`config.mk`:
```
export PLATFORM = sky130hd
export DESIGN_NAME = snail_pattern_gen
export DESIGN_NICKNAME = d
export VERILOG_FILES = /design/src/rtl/snail_pkg.sv /design/src/rtl/snail_pattern_shreg.sv /design/src/rtl/snail_pattern_gen.sv
export SDC_FILE = /design/constraint.sdc
export NUM_CORES = 1
export LEC_CHECK = 0
export ABC_CLOCK_PERIOD_IN_PS = 7750
export CORE_MARGIN = 5
export CORE_UTILIZATION = 40
export DETAILED_ROUTE_END_ITERATION = 7
export GPL_TIMING_DRIVEN = 0
export PLACE_DENSITY = 0.71
export REMOVE_ABC_BUFFERS = 1
export SETUP_SLACK_MARGIN = 0.4
export SYNTH_ARGS = -nofsm -noshare
export SYNTH_HDL_FRONTEND = slang
export SYNTH_SLANG_ARGS = --single-unit
```
`constraint.sdc`:
```
create_clock -name clk -period 7.75 [get_ports clk]
set_clock_uncertainty 0.05 [all_clocks]
set_input_delay 0.775 -clock clk [delete_from_list [all_inputs] [get_ports clk]]
set_output_delay 0.775 -clock clk [all_outputs]
set_load 0.005 [all_outputs]
```
`src/rtl/snail_pkg.sv`:
```
// Shared types and constants for the snail pattern generator.
package snail_pkg;

  typedef enum logic [1:0] {
    IDLE = 2'd0,
    SEND = 2'd1,
    GAP  = 2'd2,
    DONE = 2'd3
  } gen_state_e;

  localparam logic IDLE_LEVEL = 1'b0;

endpackage

```
`src/rtl/snail_pattern_shreg.sv`:
```
// Loadable MSB-first left-shift register; msb_next exposes the value msb takes after this edge.
module snail_pattern_shreg #(
  parameter int MAX_LEN = 8
) (
  input  logic               clk,
  input  logic               load,
  input  logic               shift,
  input  logic [MAX_LEN-1:0] load_value,
  output logic               msb,
  output logic               msb_next
);

  logic [MAX_LEN-1:0] q;
  logic [MAX_LEN-1:0] q_next;

  always_comb begin
    q_next = q;
    if (load)
      q_next = load_value;
    else if (shift)
      q_next = {q[MAX_LEN-2:0], 1'b0};
  end

  always_ff @(posedge clk) begin
    q <= q_next;
  end

  assign msb      = q[MAX_LEN-1];
  assign msb_next = q_next[MAX_LEN-1];

endmodule

```
`src/rtl/snail_pattern_gen.sv`:
```
// Serial pattern transmitter: sends a latched pattern MSB-first on en ticks,
// with repetitions separated by idle gaps, under a start/busy/done handshake.
module snail_pattern_gen
  import snail_pkg::*;
#(
  parameter int MAX_LEN = 8,
  parameter int REP_W   = 4,
  parameter int GAP_W   = 3
) (
  input  logic                         clk,
  input  logic                         rst,
  input  logic                         en,
  input  logic                         start,
  input  logic [MAX_LEN-1:0]           pattern,
  input  logic [$clog2(MAX_LEN+1)-1:0] len,
  input  logic [REP_W-1:0]             repeat_cnt,
  input  logic [GAP_W-1:0]             gap,
  input  logic                         abort,
  output logic                         a,
  output logic                         busy,
  output logic                         done
);

  localparam int LEN_W = $clog2(MAX_LEN+1);

  gen_state_e         state_q, state_n;
  logic [LEN_W-1:0]   bits_q, bits_n;
  logic [REP_W-1:0]   reps_q, reps_n;
  logic [GAP_W-1:0]   gapl_q, gapl_n;
  logic [MAX_LEN-1:0] pat_q, pat_n;
  logic [LEN_W-1:0]   len_q, len_n;
  logic [GAP_W-1:0]   gcfg_q, gcfg_n;
  logic               a_q, busy_q, done_q;

  logic               sr_load, sr_shift;
  logic [MAX_LEN-1:0] sr_value;
  logic               sr_msb, sr_msb_next;
  logic [LEN_W-1:0]   len_c;
  logic [LEN_W-1:0]   shamt;

  snail_pattern_shreg #(.MAX_LEN(MAX_LEN)) u_shreg (
    .clk        (clk),
    .load       (sr_load),
    .shift      (sr_shift),
    .load_value (sr_value),
    .msb        (sr_msb),
    .msb_next   (sr_msb_next)
  );

  always_comb begin
    state_n  = state_q;
    bits_n   = bits_q;
    reps_n   = reps_q;
    gapl_n   = gapl_q;
    pat_n    = pat_q;
    len_n    = len_q;
    gcfg_n   = gcfg_q;
    sr_load  = 1'b0;
    sr_shift = 1'b0;
    sr_value = pat_q;
    len_c    = len;
    if (len > LEN_W'(MAX_LEN))
      len_c = LEN_W'(MAX_LEN);
    shamt = LEN_W'(MAX_LEN) - len_c;

    if (abort && state_q != IDLE) begin
      state_n = IDLE;
    end else begin
      case (state_q)
        IDLE: begin
          if (start && !abort) begin
            len_n  = len_c;
            pat_n  = pattern << shamt;
            reps_n = repeat_cnt;
            gcfg_n = gap;
            gapl_n = '0;
            if (len_c == '0) begin
              state_n = DONE;
            end else begin
              sr_load  = 1'b1;
              sr_value = pattern << shamt;
              bits_n   = len_c;
              state_n  = SEND;
            end
          end
        end
        SEND: begin
          if (en) begin
            if (bits_q > LEN_W'(1)) begin
              sr_shift = 1'b1;
              bits_n   = bits_q - LEN_W'(1);
            end else if (reps_q == '0) begin
              bits_n  = '0;
              state_n = DONE;
            end else if (gcfg_q == '0) begin
              // back-to-back copy: reload without an idle bit
              sr_load = 1'b1;
              bits_n  = len_q;
              reps_n  = reps_q - REP_W'(1);
            end else begin
              bits_n  = '0;
              gapl_n  = gcfg_q;
              state_n = GAP;
            end
          end
        end
        GAP: begin
          if (en) begin
            if (gapl_q > GAP_W'(1)) begin
              gapl_n = gapl_q - GAP_W'(1);
            end else begin
              gapl_n  = '0;
              sr_load = 1'b1;
              bits_n  = len_q;
              reps_n  = reps_q - REP_W'(1);
              state_n = SEND;
            end
          end
        end
        DONE:    state_n = IDLE;
        default: state_n = IDLE;
      endcase
    end
  end

  // registered outputs follow the state being entered
  always_ff @(posedge clk) begin
    if (!rst) begin
      state_q <= IDLE;
      bits_q  <= '0;
      reps_q  <= '0;
      gapl_q  <= '0;
      pat_q   <= '0;
      len_q   <= '0;
      gcfg_q  <= '0;
      a_q     <= IDLE_LEVEL;
      busy_q  <= 1'b0;
      done_q  <= 1'b0;
    end else begin
      state_q <= state_n;
      bits_q  <= bits_n;
      reps_q  <= reps_n;
      gapl_q  <= gapl_n;
      pat_q   <= pat_n;
      len_q   <= len_n;
      gcfg_q  <= gcfg_n;
      a_q     <= (state_n == SEND) ? sr_msb_next : IDLE_LEVEL;
      busy_q  <= (state_n != IDLE);
      done_q  <= (state_n == DONE);
    end
  end

  assign a    = a_q;
  assign busy = busy_q;
  assign done = done_q;

  logic unused_msb;
  assign unused_msb = sr_msb;

endmodule

```
# After elaboration in Yosys (flattened, before gate mapping)
# Index checks and enable logic that the tools add are counted.
# classes
n_addsub,4
mux,56
n_eq_ne,14
reduce_logical,16
n_bitwise,1
n_lt_le_gt_ge,3
shift,1
# ops
cell,count
4-bit 2-to-1 mux,16
8-bit 2-to-1 mux,6
4-bit one-hot mux with 3 select lines,2
3-bit 2-to-1 mux,7
2-bit 2-to-1 mux,9
"2-bit != test, second input constant",9
1-bit 2-to-1 mux,13
3-bit one-hot mux with 3 select lines,1
9-bit AND reduction,1
4-bit zero test,2
2-bit one-hot mux with 4 select lines,1
8-bit AND reduction,1
8-bit by 4-bit << shifter with 8-bit output,1
"4-bit by 1-bit subtractor with 4-bit output, second input constant",2
7-bit AND reduction,1
"2-bit equality test, second input constant",3
2-bit nonzero test,3
"2-bit by 1-bit equality test with 1-bit output, second input constant",2
"4-bit by 1-bit > comparator with 1-bit output, second input constant",1
"4-bit > comparator, second input constant",1
"4-bit subtractor, first input constant",1
"3-bit by 1-bit > comparator with 1-bit output, second input constant",1
3-bit zero test,1
1-bit one-hot mux with 3 select lines,1
other kinds (8),9
# word_totals
regBits,39
input_bits,24
out_inout_bits,3
word_cells,107

# Logic depth before layout (Yosys ltp)
# Gate-level depths: netlist (run 1).
# logic_depth
ltp_word,9
ltp_mapped,11
depth_no_buf,8

# Modules after synthesis
# A second synthesis (run 1) with hierarchy kept.
# hier_totals
cells_unflattened,337
hier_area_um2,2747.6
# modules_own_cells
mod,cells_each,instances,area_each_um2,seq_area_each_um2
snail_pattern_gen,314,1,2397.3,620.6
snail_pattern_shreg,23,1,350.3,230.2

# Worst setup path after synthesis (run 1)
# OpenSTA, ideal clock, no wires.
# synth_timing
path_kind,input -> register
from,in len[3]
to,"reg u_shreg.q[0], enable pin"
setup_ns,0.292
path_stages,10
t_required_ns,7.408
setup_slack_ns,4.741
t_arrival_ns,2.667
n_path_buf,2
path_cell_list,buf_2 nor2b_1 buf_4 inv_2 ha_1 nor3b_2 nor2_1 a32oi_2 and2_4 nand2b_1
# synth_via
elab_chain_cells,8
# synth_lines
element,line,source
start: declaration,snail_pattern_gen.sv:15,"input logic [$clog2(MAX_LEN+1)-1:0] len,"
4-bit > comparator,snail_pattern_gen.sv:62,if (len > LEN_W'(MAX_LEN))
4-bit 2-to-1 mux (*),snail_pattern_gen.sv:62,
4-bit zero test (*),snail_pattern_gen.sv:77,if (len_c == '0) begin
1-bit 2-to-1 mux (*),snail_pattern_gen.sv:77,
1-bit 2-to-1 mux (*),snail_pattern_gen.sv:71,if (start && !abort) begin
1-bit one-hot mux with 3 select lines (*),snail_pattern_gen.sv:69,case (state_q)
1-bit 2-to-1 mux (*),snail_pattern_gen.sv:66,if (abort && state_q != IDLE) begin
2-bit nonzero test (no line) (*),--,
end signal: assignment,snail_pattern_shreg.sv:25,q <= q_next;
end: declaration,snail_pattern_shreg.sv:13,logic [MAX_LEN-1:0] q;
# Every way passes the cells marked *; elsewhere a longest branch is shown, timed or not.
# A chain may end at the register's enable or synchronous reset.

# Final worst setup path (run 1)
# layout_timing
from,in len[3]
to,"reg u_shreg.q[3], enable pin"
# Same word-level chain as after synthesis.

==> metrics.md, run 1 <==
| Metric | Value |
|---|---|
| Total grt overflow | `0` |
| Full die area | `0.00840 mm2` |
| Synth Area in Simple Gates | `a little under a quarter` |
| DP Worst Slack | `approximately 3000 ps` |
| Sw Ratio | `31.9%` |
| Synth Area in Compound Gates | `24.9%` |
| Layout cells sized above 1 | `9.23%` |
| Core area | `roughly 0.0064 mm2` |
| First-pass GRT wire length | `just over 10000 um` |
| CP endpoint kind | `flip-flop` |
| CTS root buffer | `clkbuf_8` |
| Post-CTS setup buffers | `0` |
| Synth top area share | `between 20% and 30%` |
| Number of detailed-route iterations in the first pass | `4` |
| Final ANT Viol Nets | `0` |
| Setup-failing EPs final | `0` |
| CTS tree | `yes` |
| Worst-path clk slew | `70 ps` |
| Initial Utilization | `between 40% and 50%` |
| Flop pwr share | `45.4%` |
| RSZ-0062 raised after global routing | `no` |
| Synth Warn # | `0` |
| Post-CTS Hold Buffers | `0` |
| CTS Buf Count | `5` |
| Vias in the first global route | `2217` |
| Clk buf depth | `2` |
| Outcome | `finished clean` |
| Worst Path Class, Setup | `input pin to flip-flop` |
| Combinational power share | `28.3%` |
| Switch Pwr | `between 150 and 200 uW` |
| Synth async-reset ratio | `0%` |
| Hold Violations, Final | `0` |
| Startpoint types | `input pin` |
| Largest net degree at the start of global routing | `23` |
| Synth Flop Type | `dfxtp_1` |
| Worst setup margin | `3300 ps` |
| Final HPWL DP | `4520 um` |
| Most frequent cell after synthesis | `nand2_1` |
| Initial antenna violation count | `0` |
| Worst Path Arrival | `around 4400 ps` |
| Utilization after layout | `46.9%` |
| Final period util | `57.4%` |
| PostCTS Resize Cnt | `0` |
| VDD IR max | `between 80 and 90 uV` |
| Top cells by area, synth | `dfxtp_1 24%, edfxtp_1 7.9%, nand2_1 5.8%, ha_1 4.7%, a21oi_1 4.3%` |
| Mux contribution to synthesized area | `7.70%` |
| Leak pwr | `0.00104 uW` |
| Worst-Margin Slew | `946 ps` |
| Mapped cell area | `0.00267 mm2` |
| Hold Slack | `406 ps` |
| Max-slew violations | `0` |
| Nets@finish | `358` |
| Share of the yosys chip area belonging to registers | `31.9%` |
| Area share of fa/ha/maj cells after synthesis | `4.69%` |
| Gp weighted congestion | `0.862` |
| Main combinational cell family by area after synthesis | `compound AO/OA/AOI/OAI gates` |
| H-tree depth | `2` |
| CP max FO | `11` |
| Relative slew margins | `between 30 and 40%` |
| Minimum clock period | `between 4000 and 5000 ps` |
| Number of flops mapped to enable cells by yosys | `7` |
| Synth cell types | `73` |
| Hold Path Class | `flip-flop to flip-flop` |
| N_diodes | `0` |
| DR iter-0 viols | `107` |
| Post-route setup TNS | `0 ps` |
| Total clock sinks | `39` |
| Number of max-cap violations | `0` |
| Synth top cells by count | `41 x nand2_1, 32 x dfxtp_1, 24 x nor2_1` |
| Synth Area in XOR/XNOR | `less than 1%` |
| Cell taking the most area after synthesis | `dfxtp_1` |
| Gate Count Post-Synth | `304` |
| Clk pwr share | `26.3%` |
| DRT Wirelength | `between 6000 and 7000 um` |
| DR WL/cell | `15.1 um` |
| Tot Pwr | `between 500 and 600 uW` |
| Die W | `91.6 um` |
| Register bit count reported by yosys | `39` |
| Ports | `27` |
| WP data required | `7660 ps` |
| I/O Buffers | `26` |
| Top achievable clock speed | `225 MHz` |
| Total Routing Usage GR | `roughly 15%` |
| Die span in y | `91.6 um` |
| Vias per cell | `5.76` |
| Drt drc | `0` |
| Skew-Pair Late Insertion Delay | `280 ps` |
| Cell Pwr Density | `168 mW/mm2` |
| Int Pwr | `roughly 340 uW` |
| P&R area growth vs syn | `13.0%` |
| Rows | `29` |
| Vias | `2317` |
| Synthesized area per cell | `8.77 um2` |
==> cell type report <==
class	instances	area (um2)
fill	641	3410
clock buffer	6	72.6
timing repair buffer	26	260
multi-input combinational	233	1640
inverter	19	85.1
tap	77	96.3
sequential	39	851
clock inverter	2	7.51
==> power by group through the flow <==
stage               clock network (uW)  logic, uW  registers, uW
global placement                     0        140            234
detailed placement                   0        143            234
CTS                                135        144            230
finish                             133        143            230
global route                       145        158            231
floorplan                            0        102            232
==> state kept, by name, indices dropped and copies added (netlist names) <==
register and flops:
gapl_q 3, gcfg_q 3, busy 1, len_q 4, reps_q 4, bits_q 4, a 1, done 1
u_shreg.q 8, state_q 2, pat_q 8
==> worst paths after layout <==
kind,start,endpoint,slack [ps],cells after the start
worst max-delay path,len[3],u_shreg.q[3],3300,9
worst max register to register,state_q[0],u_shreg.q[3],4180,7
worst min-delay path,pat_q[2],pat_q[2],410,2
worst min register to register,pat_q[2],pat_q[2],410,2
==> critical path, cell delays in order <==
cell	delay, ps
clkdlybuf4s50_1	570
nor2b_1	690
inv_2	230
ha_1	330
nor3b_2	220
nor2_1	700
a32oi_2	310
and2_4	270
nand2b_1	250
==> per-stage QoR <==
step / cell area, um2 / std cells
global route: 3010 / 402
global placement: 2930 / 394
floorplan: 2580 / 291
detailed placement: 2930 / 394
CTS: 3010 / 402
finish: 3010 / 402
==> cell usage in the layout (no fill, tap or decap), types with 3 or more instances in the layout <==
| master | Yosys | final |
|---|---|---|
| and2_1 | 4 | 4 |
| o21a_1 | 3 | 3 |
| nor3_1 | 4 | 4 |
| inv_1 | 17 | 17 |
| dfxtp_1 | 32 | 32 |
| nor2_1 | 24 | 24 |
| mux4_2 | 5 | 5 |
| nand2_1 | 41 | 41 |
| nand3_1 | 6 | 6 |
| nand3b_1 | 3 | 3 |
| clkbuf_8 | 2 | 5 |
| ha_1 | 10 | 10 |
| o41ai_1 | 3 | 3 |
| nand2b_1 | 4 | 4 |
| nor2b_1 | 6 | 6 |
| a21oi_1 | 23 | 23 |
| mux2i_1 | 7 | 7 |
| o21ai_1 | 5 | 5 |
| nand4_1 | 9 | 9 |
| edfxtp_1 | 7 | 7 |
| o32ai_1 | 4 | 4 |
| clkdlybuf4s50_1 | 0 | 26 |
| xnor2_1 | 3 | 3 |
| o21ai_0 | 15 | 15 |
==> cell families (layout without fill, tap and decap cells) <==
group,Yosys count,in the layout
multiplexers,14,14
flip-flops,39,39
buffers and inverters,32,53
AND/OR/NAND/NOR,118,118
adder cells (fa/ha/maj),10,10
XOR/XNOR,3,3
AO/OA/AOI/OAI,88,88
==> metal layers <==
layer  part of all wire [%]  vias to the layer above  GRT usage (%)
met5                      0                        -              0
li1                       -                     1157              -
met2                     49                       49           24.7
met1                     46                     1105           18.8
met4                   0.94                        0           3.52
met3                    4.3                        6           3.27
Note: power is estimated with default switching activity, not from simulation.
==> run 2: changes to the inputs <==
--- a/config.mk
+++ b/config.mk
@@ -5,7 +5,7 @@
 export SDC_FILE = /design/constraint.sdc
 export NUM_CORES = 1
 export LEC_CHECK = 0
-export ABC_CLOCK_PERIOD_IN_PS = 7750
+export ABC_CLOCK_PERIOD_IN_PS = 4600
 export CORE_MARGIN = 5
 export CORE_UTILIZATION = 40
 export DETAILED_ROUTE_END_ITERATION = 7
==> constraint.sdc (replaced) <==
create_clock -name clk -period 4.6 [get_ports clk]
set_clock_uncertainty 0.05 [all_clocks]
set_input_delay 0.46 -clock clk [delete_from_list [all_inputs] [get_ports clk]]
set_output_delay 0.46 -clock clk [all_outputs]
set_load 0.005 [all_outputs]
==> metrics.md, run 2 (synthesis results as in run 1) <==
| Metric | Value |
|---|---|
| Total grt overflow | `0 (unchanged)` |
| Vias in the first global route | `2217 (unchanged)` |
| VDD IR max | `142 uV (was 84.2 uV)` |
| PostCTS Resize Cnt | `0 (unchanged)` |
| Max-slew violations | `0 (unchanged)` |
| Top delay family on crit path | `simple AND/OR/NAND/NOR gates (unchanged)` |
| Utilization after layout | `47.0% (was 46.9%)` |
| Total Routing Usage GR | `14.5% (unchanged)` |
| Leak pwr | `0.00105 uW (was 0.00104 uW)` |
| Rows | `29 (unchanged)` |
| P&R area growth vs syn | `13.1% (was 13.0%)` |
| Leading cell type in the layout, fill and taps excluded | `nand2_1 (unchanged)` |
| Hold Violations, Final | `0 (unchanged)` |
| Minimum clock period | `3870 ps` |
| Die span in y | `91.6 um (unchanged)` |
| Number of max-cap violations | `0 (unchanged)` |
| Cell Pwr Density | `283 mW/mm2 (was 168 mW/mm2)` |
| Die W | `91.6 um (unchanged)` |
| First-pass GRT wire length | `10200 um (unchanged)` |
| CP endpoint kind | `flip-flop (unchanged)` |
| CTS tree | `yes (unchanged)` |
| Largest net degree at the start of global routing | `23 (unchanged)` |
| Setup-failing EPs final | `0 (unchanged)` |
| Crit-path slowest cell | `nor2_1 (unchanged)` |
| Hold Slack | `406 ps (about the same)` |
| Buffers and inverters on the worst path | `2 (unchanged)` |
| Clk buf depth | `2 (unchanged)` |
| Total clock sinks | `39 (unchanged)` |
| DP Area | `0.00293 mm2 (unchanged)` |
| Worst Path Arrival | `3790 ps (was 4360 ps)` |
| Vias | `2322 (was 2317)` |
| I/O Buffers | `26 (unchanged)` |
| Top achievable clock speed | `258 MHz` |
| Number of detailed-route iterations in the first pass | `4 (unchanged)` |
| Cell-by-cell trace of the critical path | `clkdlybuf4s50_1 > nor2b_2 > inv_2 > ha_1 > nor3b_2 > nor2_1 > a32oi_2 > and2_4 > nand2b_1 (was clkdlybuf4s50_1 > nor2b_1 > inv_2 > ha_1 > nor3b_2 > nor2_1 > a32oi_2 > and2_4 > nand2b_1)` |
| Initial antenna violation count | `0 (unchanged)` |
| CTS Buf Count | `5 (unchanged)` |
| Nets@finish | `358 (unchanged)` |
| Regs by FF count | `pat_q (8), u_shreg.q (8) (unchanged)` |
| RSZ-0062 raised after global routing | `no (unchanged)` |
| Worst-path clk slew | `70 ps (about the same)` |
| DRT Wirelength | `6100 um (was 6090 um)` |
| Post-CTS Hold Buffers | `0 (unchanged)` |
| Startpoint types | `input pin (unchanged)` |
| Initial Utilization | `41.5% (unchanged)` |
| DR WL/cell | `15.2 um (was 15.1 um)` |
| Skew-Pair Late Insertion Delay | `280 ps (about the same)` |
| Most frequent cells in the layout | `41 x nand2_1, 32 x dfxtp_1, 26 x clkdlybuf4s50_1 (unchanged)` |
| WP data required | `4510 ps (was 7660 ps)` |
| Drt drc | `0 (unchanged)` |
| H-tree depth | `2 (unchanged)` |
| Worst-Margin Slew | `939 ps (was 946 ps)` |
| Worst Path Class, Setup | `input pin to flip-flop (unchanged)` |
| Relative slew margins | `36.8% (was 36.4%)` |
| Ports | `27 (unchanged)` |
| Outcome | `finished clean (unchanged)` |
| Final period util | `84.2%` |
| Core area | `0.00642 mm2 (unchanged)` |
| Final ANT Viol Nets | `0 (unchanged)` |
| Final instance area | `0.00302 mm2 (was 0.00301 mm2)` |
| Full die area | `0.00840 mm2 (unchanged)` |
| CP max stage delay | `700 ps (about the same)` |
| Hold Path Class | `flip-flop to flip-flop (unchanged)` |
| Vias per cell | `5.78 (was 5.76)` |
| Layout cells sized above 1 | `9.54% (was 9.23%)` |
| CTS root buffer | `clkbuf_8 (unchanged)` |
| Post-route setup TNS | `0 ps (unchanged)` |
| Final HPWL DP | `4520 um (unchanged)` |
| Gp weighted congestion | `0.862 (unchanged)` |
| CP max FO | `11 (unchanged)` |
| N_diodes | `0 (unchanged)` |
| Post-CTS setup buffers | `0 (unchanged)` |
| DR iter-0 viols | `96 (was 107)` |
| # fillers | `640 (was 641)` |
## run 2: cell counts in the layout (fill, tap and decap cells not counted)
Identical to the previous run, type by type.
## run 2: worst register-to-register path: stages, from the launching register on
cell	delay, ps
dfxtp_1	360
inv_1	110
ha_1	420
nand3b_1	590
nor2_1	890
a32oi_2	320
and2_4	280
nand2b_1	250
## run 2: final timing paths
kind	from	end	slack, ps	cells after the start
worst max-delay path	len[3]	u_shreg.q[3]	730	9
worst min-delay path	pat_q[2]	pat_q[2]	410	2
worst max register to register	state_q[0]	u_shreg.q[3]	1020	7
worst min register to register	pat_q[2]	pat_q[2]	410	2
## run 2: where the power goes
part | switching, uW | total, uW | internal [uW]
Sequential | 14.2 | 387 | 373
Combinational | 138 | 242 | 104
Clock | 120 | 224 | 104
Total | 272 | 853 | 581
## run 2: area by class of cell
cell class | count | area, um2 | share of cell area [%]
clock inverter | 2 | 7.51 | 0.249
timing repair buffer | 26 | 260 | 8.63
tap | 77 | 96.3 | 3.19
multi-input combinational | 233 | 1640 | 54.5
clock buffer | 6 | 72.6 | 2.41
sequential | 39 | 851 | 28.2
inverter | 19 | 85.1 | 2.82
## run 2: per-layer routing
layer	vias to the layer above	wire length, um	GRT usage, %
li1	1156	-	-
met1	1113	2800	18.8
met2	47	2990	24.7
met3	6	249	3.27
met4	0	57	3.52
met5	-	0	0
## run 2: stage by stage
stage	worst slack (ps)	instances	power, uW
2_1_floorplan	1420	291	563
6_report	726	402	853
4_1_cts	464	402	857
3_5_place_dp	139	394	636
3_3_place_gp	152	394	630
5_1_grt	525	402	901
